==> src/rtl/idx_prefix_seq_pkg.sv <==
// Shared definitions for the indexed-prefix sequencer: FSM state codes,
// prefix/opcode constants and the memory-form opcode decode.
package idx_prefix_seq_pkg;

    typedef logic [2:0] state_t;

    localparam state_t ST_IDLE    = 3'd0;
    localparam state_t ST_PREFIX  = 3'd1;
    localparam state_t ST_DISP    = 3'd2;
    localparam state_t ST_CB_DISP = 3'd3;
    localparam state_t ST_CB_OP   = 3'd4;
    localparam state_t ST_EXEC    = 3'd5;

    localparam int MAX_IDX = 4;

    // Register k is selected by byte k of this table (LSB first); codes for
    // registers 2 and 3 are placeholders until those registers get real prefixes.
    localparam logic [MAX_IDX*8-1:0] PREFIX_CODES = {8'hEE, 8'hED, 8'hFD, 8'hDD};

    localparam logic [7:0] CB_CODE   = 8'hCB;
    localparam logic [7:0] HALT_CODE = 8'h76;

    function automatic logic [7:0] prefix_code(input int k);
        return PREFIX_CODES[k*8 +: 8];
    endfunction

    // Opcodes addressing (HL) in either operand field take a displacement byte;
    // 0x76 would match both fields but is HALT, not a memory access.
    function automatic logic is_mem_form(input logic [7:0] op);
        return ((op[2:0] == 3'b110) || (op[5:3] == 3'b110)) && (op != HALT_CODE);
    endfunction

endpackage

==> src/rtl/idx_prefix_seq_ea_adder.sv <==
// Effective-address datapath: one-hot index register select, displacement
// sign extension and a modulo-2^ADDR_W add.
module idx_ea_adder
    import idx_prefix_seq_pkg::*;
#(
    parameter int NUM_IDX = 2,
    parameter int ADDR_W  = 16,
    parameter int DISP_W  = 8
) (
    input  logic [NUM_IDX*ADDR_W-1:0] idx_value,
    input  logic [NUM_IDX-1:0]        sel_idx,
    input  logic [DISP_W-1:0]         disp,
    output logic [ADDR_W-1:0]         ea
);

    logic [ADDR_W-1:0] idx_sel;
    logic [ADDR_W-1:0] disp_ext;

    // NOTE: every always_comb output gets a default before any conditional
    // assignment, otherwise the unassigned paths infer latches.
    always_comb begin
        idx_sel = '0;
        for (int k = 0; k < NUM_IDX; k++) begin
            if (sel_idx[k]) begin
                idx_sel = idx_sel | idx_value[k*ADDR_W +: ADDR_W];
            end
        end
    end

    always_comb begin
        disp_ext = '0;
        for (int i = 0; i < ADDR_W; i++) begin
            disp_ext[i] = disp[(i < DISP_W) ? i : DISP_W - 1];
        end
    end

    assign ea = idx_sel + disp_ext;

endmodule

==> src/rtl/idx_prefix_seq.sv <==
// Index-prefix byte sequencer: parses prefix / CB / displacement / opcode
// bytes and emits a registered effective address with a one-cycle strobe.
module idx_prefix_seq
    import idx_prefix_seq_pkg::*;
#(
    parameter int NUM_IDX = 2,
    parameter int ADDR_W  = 16,
    parameter int DISP_W  = 8
) (
    input  logic                      clk,
    input  logic                      not_reset,
    input  logic                      op_valid,
    output logic                      op_ready,
    input  logic [7:0]                op_byte,
    input  logic                      abort,
    input  logic [NUM_IDX*ADDR_W-1:0] idx_value,
    output logic [NUM_IDX-1:0]        sel_idx,
    output logic [NUM_IDX-1:0]        p2_set_disp,
    output logic [ADDR_W-1:0]         ea,
    output logic                      ea_valid,
    output logic [7:0]                op_out,
    output logic                      is_cb,
    output logic                      seq_busy
);

    state_t               state, state_nxt;
    logic [NUM_IDX-1:0]   sel_nxt;
    logic [NUM_IDX-1:0]   p2_nxt;
    logic                 is_cb_nxt;
    logic [7:0]           op_nxt;
    logic [DISP_W-1:0]    disp_q, disp_nxt;
    logic [DISP_W-1:0]    byte_disp;
    logic [DISP_W-1:0]    ea_disp;
    logic                 ea_load;
    logic [ADDR_W-1:0]    ea_sum;
    logic                 accept;
    logic [NUM_IDX-1:0]   prefix_sel;
    logic                 prefix_hit;

    assign op_ready = (state != ST_EXEC);
    assign seq_busy = (state != ST_IDLE);
    assign accept   = op_valid && op_ready;

    always_comb begin
        prefix_sel = '0;
        for (int k = 0; k < NUM_IDX; k++) begin
            if (op_byte == prefix_code(k)) begin
                prefix_sel[k] = 1'b1;
            end
        end
    end

    assign prefix_hit = |prefix_sel;

    // Displacement bytes are sign-extended or truncated to DISP_W.
    always_comb begin
        byte_disp = '0;
        for (int i = 0; i < DISP_W; i++) begin
            byte_disp[i] = op_byte[(i < 8) ? i : 7];
        end
    end

    always_comb begin
        state_nxt = state;
        sel_nxt   = sel_idx;
        is_cb_nxt = is_cb;
        op_nxt    = op_out;
        disp_nxt  = disp_q;
        p2_nxt    = '0;
        ea_load   = 1'b0;
        ea_disp   = disp_q;

        case (state)
            ST_IDLE: begin
                if (accept && prefix_hit) begin
                    state_nxt = ST_PREFIX;
                    sel_nxt   = prefix_sel;
                end
            end
            ST_PREFIX: begin
                if (accept) begin
                    if (prefix_hit) begin
                        sel_nxt = prefix_sel;
                    end else if (op_byte == CB_CODE) begin
                        state_nxt = ST_CB_DISP;
                        is_cb_nxt = 1'b1;
                    end else if (is_mem_form(op_byte)) begin
                        state_nxt = ST_DISP;
                        op_nxt    = op_byte;
                        p2_nxt    = sel_idx;
                    end else begin
                        state_nxt = ST_EXEC;
                        op_nxt    = op_byte;
                        ea_disp   = '0;
                        ea_load   = 1'b1;
                    end
                end
            end
            ST_DISP: begin
                if (accept) begin
                    state_nxt = ST_EXEC;
                    disp_nxt  = byte_disp;
                    ea_disp   = byte_disp;
                    ea_load   = 1'b1;
                end
            end
            ST_CB_DISP: begin
                if (accept) begin
                    state_nxt = ST_CB_OP;
                    disp_nxt  = byte_disp;
                    p2_nxt    = sel_idx;
                end
            end
            ST_CB_OP: begin
                if (accept) begin
                    state_nxt = ST_EXEC;
                    op_nxt    = op_byte;
                    ea_load   = 1'b1;
                end
            end
            ST_EXEC: begin
                state_nxt = ST_IDLE;
                sel_nxt   = '0;
                is_cb_nxt = 1'b0;
            end
            default: begin
                state_nxt = ST_IDLE;
                sel_nxt   = '0;
                is_cb_nxt = 1'b0;
            end
        endcase

        // Abort wins over any byte taken this cycle, except that an address
        // already being presented in EXEC is allowed to complete.
        if (abort && (state != ST_EXEC)) begin
            state_nxt = ST_IDLE;
            sel_nxt   = '0;
            is_cb_nxt = 1'b0;
            op_nxt    = op_out;
            disp_nxt  = disp_q;
            p2_nxt    = '0;
            ea_load   = 1'b0;
        end
    end

    idx_ea_adder #(
        .NUM_IDX (NUM_IDX),
        .ADDR_W  (ADDR_W),
        .DISP_W  (DISP_W)
    ) u_ea_adder (
        .idx_value (idx_value),
        .sel_idx   (sel_idx),
        .disp      (ea_disp),
        .ea        (ea_sum)
    );

    // NOTE: state registers use non-blocking assignments so every flop samples
    // pre-edge values regardless of statement order.
    always_ff @(posedge clk or negedge not_reset) begin
        if (!not_reset) begin
            state       <= ST_IDLE;
            sel_idx     <= '0;
            p2_set_disp <= '0;
            ea          <= '0;
            ea_valid    <= 1'b0;
            op_out      <= 8'h00;
            is_cb       <= 1'b0;
            disp_q      <= '0;
        end else begin
            state       <= state_nxt;
            sel_idx     <= sel_nxt;
            p2_set_disp <= p2_nxt;
            ea_valid    <= ea_load;
            op_out      <= op_nxt;
            is_cb       <= is_cb_nxt;
            disp_q      <= disp_nxt;
            if (ea_load) begin
                ea <= ea_sum;
            end
        end
    end

endmodule

==> config.mk <==
export PLATFORM = sky130hd
export DESIGN_NAME = idx_prefix_seq
export DESIGN_NICKNAME = d
export VERILOG_FILES = /design/src/rtl/idx_prefix_seq_pkg.sv /design/src/rtl/idx_prefix_seq_ea_adder.sv /design/src/rtl/idx_prefix_seq.sv
export SDC_FILE = /design/constraint.sdc
export NUM_CORES = 1
export LEC_CHECK = 0
export ABC_AREA = 1
export BUFFER_PORTS_ARGS = -buffer_cell sky130_fd_sc_hd__buf_2
export CAP_MARGIN = 20
export CORE_ASPECT_RATIO = 1.1
export CORE_MARGIN = 2
export CORE_UTILIZATION = 50
export DETAILED_ROUTE_END_ITERATION = 12
export HOLD_SLACK_MARGIN = 0.1
export PLACE_DENSITY = 0.81
export SYNTH_ARGS = -nofsm -noshare
export SYNTH_HDL_FRONTEND = slang
export SYNTH_HIERARCHICAL = 1
export SYNTH_SLANG_ARGS = --single-unit
==> constraint.sdc <==
create_clock -name clk -period 3.4 [get_ports clk]
set_clock_uncertainty 0.2 [all_clocks]
set_input_delay 0.68 -clock clk [delete_from_list [all_inputs] [get_ports clk]]
set_output_delay 0.68 -clock clk [all_outputs]
set_load 0.1 [all_outputs]
==> results.toml, run 1 <==
[clock_tree]
clkTransAtPathRegs_ns = 0.09
cts_tree = "built"
clk_latency_ns = 0.30
cts_setup_buffers = 0
numCtsBuffers = 5
root_buffer = "clkbuf_8"
htreeDepth = 2
clockBufferDepth = 2
cts_sinks = 41

[cells_and_area]
final_cells = 628
post-route-util = 0.5833
syn2layout_area_growth_pct = 14.92
drive_above_1_share = 0.2436
nets = 606
nFillCells = 616
antenna_cells = 0

[route]
wl_um = 8391
drt_pass1_iterations = 4
num_vias = 3315
viasPerCell = 5.279
drc = 0
ant_nets = 0
wl_per_cell_um = 13.36
drtIter0Drc = 194

[critical_path]
critPathMaxFanout = 17
critical_path_class = "flip-flop to flip-flop"
reg2reg_slack_ns = 0.27
crit_required_ns = 3.40
cp-start-kind = "flip-flop"
critPathCaptureType = "flip-flop"
worstPathArrival_ns = 3.13

[synthesis]
async_flop_share = 1.000
postSynthAreaPerCell_um2 = 6.952
synth_fp_nets = 534
syn_inst = 473
ys_seq_elements = 41
ys.flop_type = "dfrtp_1"
yosys_warnings = 6
synth.distinct_cells = 36
syn_area_um2 = 3288
synth_edf_count = 0
seq_area_frac_synth = 0.3120

[die]
die_y_um = 89.05
rows = 31
fp.dieW_um = 81.32
core_area_um2 = 6477
io-pin-count = 76
die-area_um2 = 7242
initial_core_util = 0.5076

[global_routing]
antenna_found_initial = 0
grt_pass1_wl_um = 13700
grt_overflow = 0
grt_usage = 0.2439
grt_max_degree = 42
grt_pass1_vias = 3012

[pwr]
power_mw = 2.894
leakagePower_nw = 2.277
ir_worst_vdd_uv = 603.4
power_density_nw_per_um2 = 765.8

[timing]
setup_viol_count_final = 0
tightest_slew_ns = 0.9338
layout_min_cycle_time_ns = 3.134
slew_viol_final = 0
min_period_over_period = 0.9219
relSlewSlack = 0.3775
rsz0062_at_grt = "false"
timing.hold.ws_ns = 0.2743
max_freq_mhz = 319.0
hold_viol = 0
setup_tns_ns = 0

[place]
placed_cells = 620
io_buffers = 75
gp_congestion = 0.9533
hpwl_um = 6596

[hold_path]
hold_class = "flip-flop to flip-flop"

[job]
maxCapViolCount = 0

[status]
outcome = "complete, no violations"
## sequential cells by signal, summed over array words and instances (netlist names)
name,cells
state,3
sel_idx,2
ea,16
op_out,8
is_cb,1
ea_valid,1
p2_set_disp,2
disp_q,8
## path summary, 6_finish.rpt
path | from | end | cells after the start
max | state[1]$_DFFE_PN0P_ | ea[14]$_DFFE_PN0P_ | 17
min | ea[11]$_DFFE_PN0P_ | ea[11]$_DFFE_PN0P_ | 2
max reg2reg | state[1]$_DFFE_PN0P_ | ea[14]$_DFFE_PN0P_ | 17
min reg2reg | ea[11]$_DFFE_PN0P_ | ea[11]$_DFFE_PN0P_ | 2
max in group asynchronous | not_reset | disp_q[2]$_DFFE_PN0P_ | 1
min in group asynchronous | not_reset | ea[6]$_DFFE_PN0P_ | 1
## area by class of cell
class | instances | area [um2] | area share
multi-input combinational | 361 | 1939 | 0.5132
sequential | 41 | 1026 | 0.2715
timing repair buffer | 77 | 390.4 | 0.1033
inverter | 59 | 226.5 | 0.05993
tap | 82 | 102.6 | 0.02715
clock buffer | 5 | 68.82 | 0.01821
clock inverter | 3 | 25.02 | 0.006623
## worst max-delay path, stage by stage, from the launching register on
cell	delay, ns
dfrtp_1	0.46
inv_2	0.13
nand3_2	0.13
nand2_4	0.14
inv_6	0.08
nand2_1	0.14
o21ai_2	0.07
or2_2	0.28
nand2_2	0.20
ha_1	0.35
a21oi_1	0.23
nand2_1	0.11
a21oi_1	0.18
nand2_1	0.07
nand2_1	0.06
nand2_1	0.05
nand3_1	0.07
nand2_1	0.06
## Yosys cell counts (2+ instances only)
| library cell | instances | share of area |
|---|---|---|
| inv_1 | 49 | 0.056 |
| dfrtp_1 | 41 | 0.31 |
| o21ai_2 | 9 | 0.024 |
| nand2_1 | 179 | 0.20 |
| nor2_1 | 21 | 0.024 |
| o21ai_0 | 20 | 0.030 |
| a21oi_2 | 2 | 0.0053 |
| or2_2 | 2 | 0.0038 |
| inv_2 | 9 | 0.010 |
| xor2_1 | 6 | 0.016 |
| ha_1 | 16 | 0.061 |
| nor3_2 | 3 | 0.0091 |
| nor2_4 | 2 | 0.0068 |
| a21oi_1 | 11 | 0.017 |
| buf_2 | 3 | 0.0046 |
| buf_6 | 6 | 0.021 |
| nand3_1 | 42 | 0.064 |
| nor2_2 | 3 | 0.0057 |
| and3_1 | 2 | 0.0038 |
| or2_1 | 6 | 0.011 |
| nand2_2 | 8 | 0.015 |
| nand2_4 | 3 | 0.010 |
| nand3_2 | 3 | 0.0091 |
| a22o_1 | 15 | 0.040 |
## metal layers
metal,routed length [um],vias to the layer above,global-route usage
met5,0,-,0
met1,3478,1524,0.2978
met3,467,29,0.04848
li1,-,1646,-
met4,290,0,0.1017
met2,4155,116,0.4188
## per-stage QoR
| stage | worst slack (ns) | cell area, um2 |
|---|---|---|
| after CTS | 0.1643 | 3776 |
| final | 0.2657 | 3779 |
| after floorplan | 0.02878 | 3288 |
| after detailed placement | 0.06683 | 3682 |
| after global placement | 0.1225 | 3682 |
| after global routing | 0.01276 | 3779 |
## timing repair
action	in CTS	in global routing
endpoints found under the setup margin	0	3
hold buffers	0	0
resized for setup	0	1
## placed cells by master, fill, tap and decap left out, drive strengths merged, types with 2 or more instances in the layout
cell type	n
nand2	190
buf	77
inv	60
nand3	45
dfrtp	41
o21ai	29
nor2	26
ha	16
a22o	15
a21oi	13
or2	9
xor2	6
clkbuf	5
nor3	3
and3	2
nand4	2
xnor2	2
## power by group
group | internal (mW) | total [mW] | switching (mW) | leakage (nW)
sequential | 0.638 | 0.741 | 0.104 | 0.544
combinational | 0.381 | 1.81 | 1.43 | 1.69
clock | 0.148 | 0.343 | 0.194 | 0.0447
## cell families (layout without fill, tap and decap cells)
kind of cell	count (synthesis)	after routing	synth area share
AO/OA/AOI/OAI	58	58	0.1183
AND/OR/NAND/NOR	278	278	0.3801
buffers and inverters	71	144	0.09893
flip-flops	41	41	0.3120
XOR/XNOR	8	8	0.02359
adder cells (fa/ha/maj)	17	17	0.06697
(Power assumes the default switching activity.)
==> run 2, diff against run 1 <==
--- a/config.mk
+++ b/config.mk
@@ -11,6 +11,7 @@
 export CORE_ASPECT_RATIO = 1.1
 export CORE_MARGIN = 2
 export CORE_UTILIZATION = 50
+export CTS_BUF_LIST = sky130_fd_sc_hd__clkbuf_4
 export DETAILED_ROUTE_END_ITERATION = 12
 export HOLD_SLACK_MARGIN = 0.1
 export PLACE_DENSITY = 0.81
==> run 2 against run 1 <==
  * Utilization fell by 0.42 points
  * Non-clock buffer count did not move
  * Power fell by 2.5%
  * Flip-flop and latch count did not move
  * Via count fell by 1.4%
  * Sequential share of layout area rose by 0.20 points
  * Sequential power barely moved
  * Global-route usage fell by 0.42 points
  * Setup slack improved by 0.0083 ns
==> results.toml, run 2 (synthesized netlist as in run 1, its figures left out) <==
[critical_path]
path_common_cell = "nand2_1"
worstSetupPathDepth = 19
critPathMaxFanout = 17
worstPathCellList = "inv_2, nand3_2, nand2_4, inv_6, o21ai_0, or2_1, nand2_1, ha_1, fa_1, nand2_1, nand2_1, nand3b_1, nand2_1, nand2_1, nand2_1, nand2_1, nand2_1, nand3_1, nand2_1"
max_stage_delay_ns = 0.48
worst_path_max_delay_cell = "dfrtp_1"
rr_worst_depth = 19
crit_family = "simple AND/OR/NAND/NOR gates"
crit_required_ns = 3.46
crit_buf_inv = 2
critPathCaptureType = "flip-flop"
worstPathArrival_ns = 3.19
critical_path_class = "flip-flop to flip-flop"
cp-start-kind = "flip-flop"

[cells_and_area]
top_register = "ea"
largest_reg_flops = 16
syn2layout_area_growth_pct = 14.08
final_cell_mix = "nand2_1 (178), buf_2 (75), inv_1 (49)"
antenna_cells = 0
drive_above_1_share = 0.2454
nets = 606
design_area_um2 = 3751
final_common_cell = "nand2_1"
reg_top3 = "ea: 16 flops, disp_q: 8 flops, op_out: 8 flops"
nFillCells = 619

[status]
outcome = "complete, no violations"

[place]
dp_slack_ns = 0.06683
hpwl_um = 6596
dpl_cell_area_um2 = 3682
io_buffers = 75
gp_congestion = 0.9533

[pwr]
leakagePower_nw = 2.265
ir_worst_vdd_uv = 604.7
power_density_nw_per_um2 = 752.1
power_mw = 2.821

[timing]
max_freq_mhz = 319.9
relSlewSlack = 0.3839
tightest_slew_ns = 0.9242
setup_tns_ns = 0
setup_slack_ns = 0.2740
layout_min_cycle_time_ns = 3.126
slew_viol_final = 0
rsz0062_at_grt = "false"
min_period_over_period = 0.9194
setup_viol_count_final = 0
hold_viol = 0

[route]
wl_um = 8307
viasPerCell = 5.207
drc = 0
wl_per_cell_um = 13.23
drtIter0Drc = 224
drt_pass1_iterations = 4
ant_nets = 0
num_vias = 3270

[die]
die_y_um = 89.05
io-pin-count = 76
rows = 31
die-area_um2 = 7242
core_area_um2 = 6477
fp.dieW_um = 81.32
initial_core_util = 0.5076

[hold_path]
hold_class = "primary input to asynchronous set/reset pin"

[clock_tree]
cts_setup_buffers = 0
clk_latency_ns = 0.37
hold_buffers = 0
clockBufferDepth = 2
cts_tree = "built"
root_buffer = "clkbuf_4"
htreeDepth = 2
clkTransAtPathRegs_ns = 0.14
numCtsBuffers = 5
cts_sinks = 41

[global_routing]
antenna_found_initial = 0
grt_max_degree = 42
grt_pass1_wl_um = 13540
grt_usage = 0.2397
grt_overflow = 0
grt_pass1_vias = 3007

[job]
maxCapViolCount = 0
-- run 2: changes by cell type in the layout (fill, tap and decap cells not counted) --
cell	previous run	this run
clkbuf_8	5	0
a21oi_1	11	10
clkbuf_4	0	5
a21oi_2	2	3
-- run 2: per-layer routing --
metal	up-vias	routed length (um)	track usage
met5	-	0	0
met4	0	250	0.08783
met3	21	421	0.04646
met2	103	4129	0.4195
met1	1494	3505	0.2915
li1	1652	-	-
-- run 2: worst paths after layout --
path                                 startpoint            endpoint  slack (ns)
min                                   not_reset   ea[6]$_DFFE_PN0P_        0.23
max                        state[1]$_DFFE_PN0P_  ea[10]$_DFFE_PN0P_        0.27
min reg2reg                  ea[11]$_DFFE_PN0P_  ea[11]$_DFFE_PN0P_        0.28
max reg2reg                state[1]$_DFFE_PN0P_  ea[10]$_DFFE_PN0P_        0.27
min in group clk             ea[11]$_DFFE_PN0P_  ea[11]$_DFFE_PN0P_        0.28
max in group asynchronous             not_reset  ea[10]$_DFFE_PN0P_        2.20
-- run 2: through the flow --
step | instances | util | hold WS (ns)
6_report | 628 | 0.5791 | 0.2325
5_1_grt | 628 | 0.5791 | 0.2793
4_1_cts | 628 | 0.5781 | 0.2547
3_5_place_dp | 620 | 0.5685 | 0.2561
3_3_place_gp | 620 | 0.5685 | 0.2497
2_1_floorplan | 473 | - | 0.1844
-- run 2: cell type report --
cell class / instances / area, um2 / area share
clock buffers: 5 / 37.54 / 0.01001
clock inverters: 3 / 25.02 / 0.006671
inverters: 59 / 226.5 / 0.06037
multi-input cells: 361 / 1943 / 0.5180
flip-flops and latches: 41 / 1026 / 0.2735
well taps: 82 / 102.6 / 0.02735
repair buffers: 77 / 390.4 / 0.1041
-- run 2: power by group --
group	internal (mW)	switching [mW]
sequential	0.637	0.104
clock	0.0845	0.185
combinational	0.381	1.43
total	1.10	1.72
-- run 2: repair_timing --
item,in CTS,in global routing
endpoints found under the hold margin,0,0
resized for setup,0,2
setup endpoints to repair,0,3
